## src/rtl/alu_sequencer_pkg.sv

```systemverilog
// Shared constants for the ALU sequencer: datapath width, opcodes, control indices, FSM states.
// Optional rotate support is selected by ALU_SEQ_ROTATE_EN (see alu_op_decode).
package alu_sequencer_pkg;

   localparam int unsigned DATA_W = 8;
   localparam int unsigned OP_W   = 4;

   localparam logic [OP_W-1:0] OP_ADD = 4'd0;
   localparam logic [OP_W-1:0] OP_SUB = 4'd1;
   localparam logic [OP_W-1:0] OP_AND = 4'd2;
   localparam logic [OP_W-1:0] OP_OR  = 4'd3;
   localparam logic [OP_W-1:0] OP_XOR = 4'd4;
   localparam logic [OP_W-1:0] OP_INC = 4'd5;
   localparam logic [OP_W-1:0] OP_DEC = 4'd6;
   localparam logic [OP_W-1:0] OP_RAL = 4'd7;
   localparam logic [OP_W-1:0] OP_RAR = 4'd8;
   localparam logic [OP_W-1:0] OP_LDA = 4'd9;

   // Bit positions in the one-hot ALU control vector
   localparam int unsigned CTL_ADD = 0;
   localparam int unsigned CTL_SUB = 1;
   localparam int unsigned CTL_AND = 2;
   localparam int unsigned CTL_OR  = 3;
   localparam int unsigned CTL_XOR = 4;
   localparam int unsigned CTL_INC = 5;
   localparam int unsigned CTL_DEC = 6;
   localparam int unsigned CTL_RAL = 7;
   localparam int unsigned CTL_RAR = 8;
   localparam int unsigned N_CTL   = 9;

   typedef logic [N_CTL-1:0] ctrl_t;

   typedef enum logic [1:0] {
      StIdle,
      StFetch,
      StExec,
      StDone
   } state_e;

   function automatic logic is_two_operand(input logic [OP_W-1:0] op);
      return op inside {OP_ADD, OP_SUB, OP_AND, OP_OR, OP_XOR, OP_LDA};
   endfunction

endpackage

```

## src/rtl/alu_op_decode.sv

```systemverilog
// Opcode decoder: one-hot ALU control vector plus needs_operand / illegal flags.
// With ALU_SEQ_ROTATE_EN undefined, RAL/RAR decode as illegal and never drive rotate controls.
module alu_op_decode
   import alu_sequencer_pkg::*;
(
   input  logic [OP_W-1:0] opcode,
   output ctrl_t           ctrl,
   output logic            needs_operand,
   output logic            illegal
);

   always_comb begin
      ctrl          = '0;
      needs_operand = is_two_operand(opcode);
      illegal       = 1'b0;
      case (opcode)
         OP_ADD: ctrl[CTL_ADD] = 1'b1;
         OP_SUB: ctrl[CTL_SUB] = 1'b1;
         OP_AND: ctrl[CTL_AND] = 1'b1;
         OP_OR:  ctrl[CTL_OR]  = 1'b1;
         OP_XOR: ctrl[CTL_XOR] = 1'b1;
         OP_INC: ctrl[CTL_INC] = 1'b1;
         OP_DEC: ctrl[CTL_DEC] = 1'b1;
`ifdef ALU_SEQ_ROTATE_EN
         OP_RAL: ctrl[CTL_RAL] = 1'b1;
         OP_RAR: ctrl[CTL_RAR] = 1'b1;
`else
         OP_RAL: illegal = 1'b1;
         OP_RAR: illegal = 1'b1;
`endif
         OP_LDA: ctrl = '0; // loads A directly; ALU not used
         default: illegal = 1'b1;
      endcase
   end

endmodule

```

## src/rtl/alu_sequencer.sv

```systemverilog
// Sequences one ALU instruction: operand fetch handshake, one-cycle execute, done/error pulses.
// Rotate opcodes are legal only when ALU_SEQ_ROTATE_EN is defined.
module alu_sequencer #(
   parameter int unsigned DATA_W = alu_sequencer_pkg::DATA_W
) (
   input  logic              iClock,
   input  logic              iReset,
   input  logic              iStart,
   input  logic [3:0]        iOpcode,
   input  logic [DATA_W-1:0] iOperand,
   input  logic              iOperandValid,
   input  logic [DATA_W-1:0] iALU,
   output logic              oOperandReq,
   output logic [DATA_W-1:0] oA,
   output logic [DATA_W-1:0] oTMP,
   output logic              oAdd,
   output logic              oSub,
   output logic              oAND,
   output logic              oOR,
   output logic              oXOR,
   output logic              oInc,
   output logic              oDec,
   output logic              oRotateLeft,
   output logic              oRotateRight,
   output logic              oBusy,
   output logic              oDone,
   output logic              oError
);

   import alu_sequencer_pkg::*;

   state_e            state_q;
   logic [OP_W-1:0]   opcode_q;
   logic [DATA_W-1:0] a_q;
   logic [DATA_W-1:0] tmp_q;
   ctrl_t             ctrl_q;
   logic              busy_q;
   logic              req_q;
   logic              done_q;
   logic              error_q;

   logic [OP_W-1:0]   dec_opcode;
   ctrl_t             dec_ctrl;
   logic              dec_needs_operand;
   logic              dec_illegal;

   // Decode the incoming opcode while idle, the latched one afterwards
   assign dec_opcode = (state_q == StIdle) ? iOpcode : opcode_q;

   alu_op_decode u_decode (
      .opcode        (dec_opcode),
      .ctrl          (dec_ctrl),
      .needs_operand (dec_needs_operand),
      .illegal       (dec_illegal)
   );

   always_ff @(posedge iClock) begin
      if (!iReset) begin
         state_q  <= StIdle;
         opcode_q <= '0;
         a_q      <= '0;
         tmp_q    <= '0;
         ctrl_q   <= '0;
         busy_q   <= 1'b0;
         req_q    <= 1'b0;
         done_q   <= 1'b0;
         error_q  <= 1'b0;
      end else begin
         ctrl_q  <= '0;
         done_q  <= 1'b0;
         error_q <= 1'b0;
         case (state_q)
            StIdle: begin
               if (iStart) begin
                  opcode_q <= iOpcode;
                  if (dec_illegal) begin
                     error_q <= 1'b1;
                  end else if (dec_needs_operand) begin
                     state_q <= StFetch;
                     busy_q  <= 1'b1;
                     req_q   <= 1'b1;
                  end else begin
                     state_q <= StExec;
                     busy_q  <= 1'b1;
                     ctrl_q  <= dec_ctrl;
                  end
               end
            end
            StFetch: begin
               if (iOperandValid) begin
                  req_q <= 1'b0;
                  if (opcode_q == OP_LDA) begin
                     a_q     <= iOperand;
                     state_q <= StDone;
                     done_q  <= 1'b1;
                  end else begin
                     tmp_q   <= iOperand;
                     state_q <= StExec;
                     ctrl_q  <= dec_ctrl;
                  end
               end
            end
            StExec: begin
               a_q     <= iALU;
               state_q <= StDone;
               done_q  <= 1'b1;
            end
            StDone: begin
               state_q <= StIdle;
               busy_q  <= 1'b0;
            end
            default: state_q <= StIdle;
         endcase
      end
   end

   assign oA           = a_q;
   assign oTMP         = tmp_q;
   assign oOperandReq  = req_q;
   assign oBusy        = busy_q;
   assign oDone        = done_q;
   assign oError       = error_q;
   assign oAdd         = ctrl_q[CTL_ADD];
   assign oSub         = ctrl_q[CTL_SUB];
   assign oAND         = ctrl_q[CTL_AND];
   assign oOR          = ctrl_q[CTL_OR];
   assign oXOR         = ctrl_q[CTL_XOR];
   assign oInc         = ctrl_q[CTL_INC];
   assign oDec         = ctrl_q[CTL_DEC];
   assign oRotateLeft  = ctrl_q[CTL_RAL];
   assign oRotateRight = ctrl_q[CTL_RAR];

endmodule

```

## config.mk

```make
export PLATFORM = sky130hd
export DESIGN_NAME = alu_sequencer
export DESIGN_NICKNAME = d
export VERILOG_FILES = /design/src/rtl/alu_sequencer_pkg.sv /design/src/rtl/alu_op_decode.sv /design/src/rtl/alu_sequencer.sv
export SDC_FILE = /design/constraint.sdc
export NUM_CORES = 1
export LEC_CHECK = 0
export CAP_MARGIN = 10
export CORE_MARGIN = 5
export CORE_UTILIZATION = 44
export DETAILED_ROUTE_END_ITERATION = 16
export PLACE_DENSITY = 0.77
export SETUP_SLACK_MARGIN = 0.05
export SLEW_MARGIN = 20
export SYNTH_ARGS = -nofsm -noshare
export SYNTH_HDL_FRONTEND = slang
export SYNTH_SLANG_ARGS = --single-unit
```

## constraint.sdc

```tcl
create_clock -name iClock -period 4.5 [get_ports iClock]
set_input_delay 0.45 -clock iClock [delete_from_list [all_inputs] [get_ports iClock]]
set_output_delay 0.45 -clock iClock [all_outputs]
set_load 0.1 [all_outputs]
```

# ---- After elaboration in Yosys (flattened, before gate mapping)
# Cells that the tools add are included.
dict set report classes {
  addsub 0
  n_mul 0
  div_mod_pow 0
  magnitude_cmp 0
  n_eq_ne 16
  n_shift 0
  muxes 35
  n_bitwise 1
  n_reduce_logical 14
}
# cell n
set op_table {}
lappend op_table {{7-bit two-way mux} 5}
lappend op_table {{1-bit two-way mux} 17}
lappend op_table {{8-bit two-way mux} 2}
lappend op_table {{8-bit case mux with 2 select lines} 1}
lappend op_table {{3-bit AND reduction} 5}
lappend op_table {{7-bit case mux with 2 select lines} 1}
lappend op_table {{4-bit by 3-bit == test with 1-bit output (second input constant)} 3}
lappend op_table {{2-bit != test (second input constant)} 5}
lappend op_table {{4-bit by 2-bit == test with 1-bit output (second input constant)} 2}
lappend op_table {{4-bit == test (second input constant)} 2}
lappend op_table {{2-bit two-way mux} 4}
lappend op_table {{2-bit case mux with 4 select lines} 1}
lappend op_table {{8-bit OR reduction} 1}
lappend op_table {{1-bit case mux with 2 select lines} 3}
lappend op_table {{2-bit nonzero test} 3}
lappend op_table {{6-bit nonzero test} 1}
lappend op_table {{5-bit AND reduction} 1}
lappend op_table {{2-bit == test (second input constant)} 2}
lappend op_table {{4-bit by 1-bit == test with 1-bit output (second input constant)} 1}
lappend op_table {{4-bit logical NOT} 1}
lappend op_table {{4-bit two-way mux} 1}
lappend op_table {{2-bit by 1-bit == test with 1-bit output (second input constant)} 1}
lappend op_table {{2-bit logical NOT} 1}
lappend op_table {{2-bit AND reduction} 1}
lappend op_table {{1-bit inverter} 1}
dict set report totals {
  reg_bits 35
  latchBits 0
  ramBits 0
  mem_bits_ro 0
  in_bits 24
  output_inout_bits 29
  word_cells 75
  mem_count 0
}

# ---- Depth between registers and ports, before layout
# Gate-level depths: netlist of run 1.
dict set report logic_depth {
  ltp_word 8
  depth_mapped 9
  depth_no_buf 7
}

# ---- Modules after synthesis
# Synthesis of run 1 repeated with hierarchy kept, for this count alone.
dict set report unflattened {
  hier_cells 163
  hier_area_um2 1605.3
}
# mod instances cells_each area_per_inst_um2
set by_module_without_submodules {}
lappend by_module_without_submodules {alu_sequencer 1 142 1456.4}
lappend by_module_without_submodules {alu_op_decode 1 21 148.9}

# ---- Worst setup path after synthesis of run 1
# OpenSTA, ideal clock, no wires.
dict set report synth_path {
  path_kind {register to register}
  from {reg state_q[0]}
  to {reg busy_q (netlist: oBusy)}
  setup_ns 0.076
  arrival_time_ns 1.486
  required_ns 4.424
  path_slack_ns 2.937
  stages_incl_launch_ff 8
  path_buffers 1
  synth_period_minus_slack_ns 1.563
  path_cell_list {dfxtp_1 -> inv_1 -> ha_1 -> buf_2 -> mux2_2 -> o21ai_0 -> nand4_1 -> a21boi_0}
}
dict set report synth_via {
  elab_chain_cells 6
  word_cells_on_any_way 17
}
# element line
set synth_rtl {}
lappend synth_rtl {{start: declaration} alu_sequencer.sv:32} ;# state_e state_q;
lappend synth_rtl {{start signal: assignment} alu_sequencer.sv:59} ;# state_q <= StIdle;
lappend synth_rtl {{start signal: assignment} alu_sequencer.sv:79} ;# state_q <= StFetch;
lappend synth_rtl {{start signal: assignment} alu_sequencer.sv:83} ;# state_q <= StExec;
lappend synth_rtl {{2-bit logical NOT} {alu_sequencer.sv:48, alu_sequencer.sv:72}}
lappend synth_rtl {{4-bit two-way mux} alu_sequencer.sv:48} ;# assign dec_opcode = (state_q == StIdle) ? iOpcode : opcode_q;
lappend synth_rtl {{4-bit by 3-bit == test with 1-bit output (tied with other cells)} alu_op_decode.sv:16} ;# case (opcode)
lappend synth_rtl {{8-bit OR reduction (no line)} -}
lappend synth_rtl {{2-bit != test (no line)} -}
lappend synth_rtl {{3-bit AND reduction (no line)} -}
lappend synth_rtl {{end signal: assignment} alu_sequencer.sv:64} ;# busy_q <= 1'b0;
lappend synth_rtl {{end signal: assignment} alu_sequencer.sv:80} ;# busy_q <= 1'b1;
lappend synth_rtl {{end signal: assignment} alu_sequencer.sv:84} ;# busy_q <= 1'b1;
lappend synth_rtl {{end: declaration} alu_sequencer.sv:37} ;# logic busy_q;
# Several ways; a longest one is shown, not always the timed one.
# A chain may end at the register's enable or synchronous reset.

# ---- Worst setup path in the final report of run 1
dict set report layout_path {
  from {reg state_q[0]}
  to {reg state_q[1]}
}
dict set report layout_via {
  elab_chain_cells 8
  word_cells_on_any_way 23
}
# element line
set layout_rtl {}
lappend layout_rtl {{2-bit logical NOT} {alu_sequencer.sv:48, alu_sequencer.sv:72}}
lappend layout_rtl {{4-bit two-way mux} alu_sequencer.sv:48}
lappend layout_rtl {{4-bit by 1-bit == test with 1-bit output (tied with other cells)} {alu_sequencer_pkg.sv:41, alu_op_decode.sv:16}}
lappend layout_rtl {{6-bit nonzero test} alu_sequencer_pkg.sv:41} ;# return op inside {OP_ADD, OP_SUB, OP_AND, OP_OR, OP_XOR, OP_LDA};
lappend layout_rtl {{2-bit two-way mux} alu_sequencer.sv:78} ;# end else if (dec_needs_operand) begin
lappend layout_rtl {{2-bit two-way mux} alu_sequencer.sv:76} ;# if (dec_illegal) begin
lappend layout_rtl {{2-bit two-way mux} alu_sequencer.sv:74} ;# if (iStart) begin
lappend layout_rtl {{2-bit case mux with 4 select lines} alu_sequencer.sv:72} ;# case (state_q)
# Several ways; a longest one is shown, not always the timed one. The select of a mux whose other input is x is not followed.

==> results of run 1 <==
==> worst max-delay path by stage <==
stage	from	to
after floorplan	state_q[0]$_SDFFE_PN0P_	oBusy$_SDFFE_PN0P_
after global placement	iReset	ctrl_q[6]$_SDFF_PN0_
after detailed placement	iReset	ctrl_q[6]$_SDFF_PN0_
after CTS	oTMP[4]$_SDFFE_PN0P_	oTMP[4]
after global routing	state_q[0]$_SDFFE_PN0P_	state_q[1]$_SDFFE_PN0P_
final	state_q[0]$_SDFFE_PN0P_	state_q[1]$_SDFFE_PN0P_
==> per-stage QoR <==
stage / util / power [mW]
final: 0.609 / 1.40
after global placement: 0.585 / 1.18
after detailed placement: 0.585 / 1.18
after global routing: 0.609 / 1.47
after CTS: 0.609 / 1.41
after floorplan: - / 1.02
==> layout make-up <==
class	instances	area, um^2
Timing Repair Buffer	50	500
Inverter	6	22.5
Clock inverter	3	17.5
Clock buffer	5	68.8
Sequential cell	33	661
Fill cell	324	1420
Tap cell	48	60.1
Multi-Input combinational cell	142	883
==> synth_stat cells, drive strengths merged <==
| cell | count | area share |
|---|---|---|
| a211o | 1 | 0.0061 |
| a21boi | 13 | 0.059 |
| a21o | 1 | 0.0046 |
| a21oi | 5 | 0.018 |
| a22oi | 1 | 0.0046 |
| a31oi | 1 | 0.0038 |
| a41oi | 1 | 0.0053 |
| and2b | 1 | 0.0053 |
| and3b | 1 | 0.0053 |
| and4bb | 1 | 0.0099 |
| buf | 9 | 0.038 |
| clkbuf | 4 | 0.0099 |
| conb | 1 | 0.0023 |
| dfxtp | 33 | 0.40 |
| ha | 5 | 0.038 |
| inv | 6 | 0.014 |
| mux2 | 1 | 0.0069 |
| mux2i | 9 | 0.055 |
| nand2 | 39 | 0.089 |
| nand2b | 3 | 0.011 |
| nand3 | 10 | 0.030 |
| nand3b | 1 | 0.0046 |
| nand4 | 2 | 0.0076 |
| nor2 | 13 | 0.030 |
| nor2b | 4 | 0.015 |
| nor3 | 3 | 0.0091 |
| nor3b | 1 | 0.0046 |
| nor4 | 1 | 0.0038 |
| o211a | 8 | 0.049 |
| o211ai | 2 | 0.0091 |
| o21ai | 6 | 0.021 |
| o221ai | 1 | 0.0053 |
| o22ai | 3 | 0.011 |
| o31a | 1 | 0.0053 |
| or2 | 1 | 0.0053 |
==> flip-flops by register name, summed over array words and instances, names as in the netlist <==
name	count
oOperandReq	1
state_q	2
oA	8
oBusy	1
ctrl_q	7
oError	1
oDone	1
opcode_q	4
oTMP	8
==> power by group <==
part           internal, mW  total, mW  switching (mW)
combinational         0.214      0.784           0.570
sequential            0.356      0.399          0.0429
clock                 0.107      0.219           0.112
total                 0.676       1.40           0.725
==> worst min-delay path: cells and delay by family (launching register included) <==
family	cells	cell delay [ns]
AOI/OAI and AO/OA	1	0.07
DFF	1	0.31
and+or+nand+nor	1	0.05
==> logic make-up after synthesis <==
logic type,after synthesis
simple gates,81
flops,33
buf+inv,19
fa+ha+maj,5
other cells,1
mux,10
compound gates,44
==> routing by layer <==
| metal | vias up | GRT usage |
|---|---|---|
| li1 | 754 | - |
| met1 | 670 | 0.199 |
| met2 | 33 | 0.246 |
| met3 | 4 | 0.0341 |
| met4 | 0 | 0.0689 |
| met5 | - | 0 |
==> reports/metrics.yaml, run 1 <==
run_status:
  outcome: "finished clean"
critical_path:
  reg2reg_to: "state_q[1]$_SDFFE_PN0P_"
  critPathMaxStageDelay_ns: 0.73
  cp_max_fo: 27
  reg2reg_depth: 7
  worst-path-buf-inv: 1
  critPathArrivalTime_ns: 2.40
  cp.depth: 7
  cp-start-kind: "flip-flop"
  slowest_stage: "ha_1"
  path_cells: "inv_1, ha_1, nand2_1, o221ai_1, a21oi_2, o21ai_0, a41oi_1"
  required_ns: 4.65
  ff2ff_setup_slack_ns: 2.25
  crit_path_end_kind: "flip-flop"
  rr_startpoint: "state_q[0]$_SDFFE_PN0P_"
  critPathKind: "flip-flop to flip-flop"
  critical_path.top_delay_family: "adder cells"
sta:
  hold-worst-slack_ns: 0.475
  rsz0062_at_grt: "false"
  fin_setup_tns_ns: 0
  post-route-min-period_ns: 2.25
  setup_viol: 0
  hold_viol: 0
  timing.slew.headroom: 0.334
  skew_ns: 0.00579
  worst_pin_slew_ns: 0.996
  layout_setup_ws_ns: 2.25
  fmax_mhz: 445
  drv_slew: 0
  timing.final.crit_share: 0.499
worst_hold_path:
  holdPathStages: 2
  hold_path.startpoint: "oTMP[6]$_SDFFE_PN0P_"
  hold_class: "flip-flop to flip-flop"
  min_to: "oTMP[6]$_SDFFE_PN0P_"
final_layout:
  syn2layout_area_growth_pct: 34.8
  final_common_cell: "clkdlybuf4s50_1"
  fin_cells: 287
  layout_common_cells: "clkdlybuf4s50_1, nand2_1, dfxtp_1, nor2_1, a21boi_0"
  antenna_cells: 0
  final_layout_size_suffix_gt1_frac: 0.0628
  post-route-cell-area_um2: 2210
  nNetsFinal: 267
grt:
  track_usage: 0.155
  antenna_found_initial: 0
  grt_max_degree: 32
  grt_pass1_wl_um: 6220
  grt_pass1_vias: 1345
  grt_overflow: 0
floorplanning:
  die_w_um: 71.1
  num_io_pins: 53
  row_count: 22
  die_h_um: 71.1
  initial_core_util: 0.452
  die_area_um2: 5050
  core_area_um2: 3630
synthesis:
  ys_warn_count: 0
  synth-simple-area-share: 0.232
  netlist_instances: 193
  syn-mean-instance-area_um2: 8.51
  synth_cell_type_count: 40
  synthXorXnorAreaFrac: 0
  synth_seq_cells: 33
  ys_seq_area_frac: 0.402
  synth_top_family_by_area: "simple AND/OR/NAND/NOR gates"
  synth_mux_area_frac: 0.0617
  synth_fa_ha_area_frac: 0.0381
  synth_area_um2: 1640
  synth_compound_area_frac: 0.202
routing:
  drtIter0Drc: 158
  wl_met3_um: 176
  wl_met1_um: 1790
  top_layer: "met4"
  routed-via-count: 1461
  ant_nets: 0
  routedWlPerCell_um: 13.5
  drcViolationCount: 0
  wirelength_um: 3870
  firstDrtPassIters: 4
  vias_per_cell: 5.09
  wl_met2_um: 1860
clock_network:
  clock_latency_ns: 0.29
  htreeDepth: 2
  cts_inserted_buffers: 5
  path_clk_slew_ns: 0.07
  post-cts-setup-buffers: 0
  cts_root_buffer: "clkbuf_8"
  hold_buffers: 0
  cts_max_path_buffers: 2
  cts_sinks: 33
  cts-resized-gates: 0
  cts_tree: "built"
job:
  maxCapViolCount: 0
placement:
  io_buffers: 50
  hpwl_um: 2800
  dp_slack_ns: 2.28
  dpl.cell_count: 279
  routabilityCongestion: 0.866
  placed_area_um2: 2130
power:
  p_leak_nw: 0.881
  peakVddDrop_uv: 435
  power_density_nw_per_um2: 633
Power figures use the tool's default switching activity.
==> run 2: changes to the inputs <==
clock period = 2.1 ns   (was 4.5 ns; I/O delays follow)
==> run 2 against run 1 <==
Effect of this change:
- sequential cell count unchanged
- register-to-register slack worse by 2.0 ns
- setup slack worse by 2.0 ns
- core utilization up 0.69 points
- non-clock buffer count up 6
- hold slack worse by 0.0091 ns
- cell count up 2.1%
- first-iteration DRC count down 21%
- clock skew down 0.0018 ns
- sequential power up 110%
- power up 130%
==> reports/metrics.yaml, run 2 (synthesis gave the netlist of run 1 again) <==
run_status:
  outcome: "finished clean"
final_layout:
  layout_common_cells: "nand2_1, dfxtp_1, buf_4, clkdlybuf4s50_1"
  syn2layout_area_growth_pct: 36.4
  final_common_cell: "nand2_1"
  antenna_cells: 0  # unchanged
  fin_util: 0.616  # +0.00689
  final_layout_size_suffix_gt1_frac: 0.196  # +0.133
  n_fill_cell: 339  # +4.6%
  ff_latch_area_um2: 661  # unchanged
  nNetsFinal: 273  # +2.2%
  multi_input_area_um2: 883  # unchanged
sta:
  skew_ns: 0.00403  # -0.00177 ns
  worst_pin_slew_ns: 0.592  # -0.404 ns
  fmax_mhz: 544  # +22%
  hold_viol: 0  # unchanged
  fin_setup_tns_ns: 0  # unchanged
  setup_viol: 0  # unchanged
  drv_slew: 0  # unchanged
  timing.slew.headroom: 0.605  # +0.271
  post-route-min-period_ns: 1.84  # -0.408 ns
  timing.final.crit_share: 0.875  # +0.376
  rsz0062_at_grt: "false"
placement:
  hpwl_um: 2960  # +5.6%
  routabilityCongestion: 0.873  # +0.81%
  io_buffers: 50  # unchanged
clock_network:
  cts_inserted_buffers: 5  # unchanged
  path_clk_slew_ns: 0.07  # about the same
  post-cts-setup-buffers: 0  # unchanged
  htreeDepth: 2  # unchanged
  clock_latency_ns: 0.29  # about the same
  cts_tree: "built"
  cts_root_buffer: "clkbuf_8"
  hold_buffers: 0  # unchanged
  cts-resized-gates: 0  # unchanged
  cts_max_path_buffers: 2  # unchanged
  cts_sinks: 33  # unchanged
critical_path:
  critPathArrivalTime_ns: 2.04  # -0.36 ns
  rr_startpoint: "state_q[0]$_SDFFE_PN0P_"
  reg2reg_to: "state_q[1]$_SDFFE_PN0P_"
  ff2ff_setup_slack_ns: 0.26  # -1.99 ns
  reg2reg_depth: 8  # +1
  cp_max_fo: 11  # -59%
  cp-startpoint: "state_q[0]$_SDFFE_PN0P_"
  critPathKind: "flip-flop to flip-flop"
  required_ns: 2.31  # -2.34 ns
  crit_path_end_kind: "flip-flop"
  cp-endpoint: "state_q[1]$_SDFFE_PN0P_"
  cp-start-kind: "flip-flop"
grt:
  antenna_found_initial: 0  # unchanged
  grt_overflow: 0  # unchanged
  grt_pass1_vias: 1378  # +2.5%
  track_usage: 0.164  # +0.00943
  grt_pass1_wl_um: 6610  # +6.2%
  grt_max_degree: 32  # unchanged
floorplanning:
  initial_core_util: 0.452  # unchanged
  die_h_um: 71.1  # unchanged
  die_w_um: 71.1  # unchanged
  core_area_um2: 3630  # unchanged
  row_count: 22  # unchanged
  num_io_pins: 53  # unchanged
  die_area_um2: 5050  # unchanged
routing:
  vias_per_cell: 4.98  # -2.2%
  ant_nets: 0  # unchanged
  routedWlPerCell_um: 13.6  # +0.63%
  routed-via-count: 1459  # -0.14%
  wirelength_um: 3980  # +2.7%
  drtIter0Drc: 125  # -21%
  drcViolationCount: 0  # unchanged
  firstDrtPassIters: 4  # unchanged
job:
  maxCapViolCount: 0  # unchanged
power:
  swShare: 0.481  # -0.0366
  peakVddDrop_uv: 1040  # +140%
  p_comb_frac: 0.519  # -0.040
  p_seq_frac: 0.263  # -0.022
  p_leak_nw: 0.986  # +12%
  power_density_nw_per_um2: 1450  # +130%
  p_sw_mw: 1.56  # +120%
  cell_internal_pwr_mw: 1.68  # +150%
  p_clk_frac: 0.218  # +0.062
worst_hold_path:
  hold_path.startpoint: "oTMP[2]$_SDFFE_PN0P_"
  hold_class: "flip-flop to flip-flop"
run 2: cell types whose count changed in the layout (fill, tap and decap cells not counted):
cell             delta
buf_4              +33
clkdlybuf4s50_1    -27
bufinv_16           +2
clkinv_2            -1
clkinvlp_4          -1
run 2: metrics by stage:
step	setup slack (ns)	hold slack, ns	power, mW	area [um^2]	cells
3_3_place_gp	0.327	0.451	2.53	2100	285
5_1_grt	0.0904	0.503	3.41	2240	293
2_1_floorplan	0.537	0.355	2.19	1650	194
6_report	0.263	0.466	3.24	2240	293
4_1_cts	0.261	0.469	3.27	2240	293
3_5_place_dp	0.280	0.459	2.55	2100	285
run 2: critical path: stages, from the launching register on:
cell and delay [ns]:
dfxtp_1 0.38, inv_1 0.09, ha_1 0.30, buf_4 0.20, nand2_1 0.08, o221ai_1 0.18
a21oi_2 0.24, o21ai_0 0.10, a41oi_1 0.17
run 2: worst min path at each step:
stage / to / depth (start not counted)
floorplan: oTMP[2]$_SDFFE_PN0P_ / 2
global placement: oTMP[6]$_SDFFE_PN0P_ / 2
detailed placement: oTMP[2]$_SDFFE_PN0P_ / 2
CTS: oTMP[2]$_SDFFE_PN0P_ / 2
global route: oTMP[6]$_SDFFE_PN0P_ / 2
finish: oTMP[2]$_SDFFE_PN0P_ / 2
run 2: power by group through the flow:
stage	clock [mW]	sequential [mW]	combinational [mW]
after CTS	0.724	0.852	1.69
after global placement	0	0.862	1.67
after global routing	0.762	0.873	1.78
after detailed placement	0	0.865	1.68
after floorplan	0	1.65	0.543
final	0.707	0.853	1.68
run 2: area by class of cell:
type / count / share of cell area
clock inverters: 3 / 0.0291
inverters: 6 / 0.0101
repair buffers: 56 / 0.214
flip-flops and latches: 33 / 0.295
well taps: 48 / 0.0268
multi-input cells: 142 / 0.395
clock buffers: 5 / 0.0307
run 2: metal layers:
layer	track usage	vias up	share of wire	wire length [um]
li1	-	763	-	-
met1	0.199	650	0.44	1750
met2	0.270	38	0.49	1940
met3	0.0483	8	0.051	201
met4	0.0689	0	0.022	86
met5	0	-	0	0
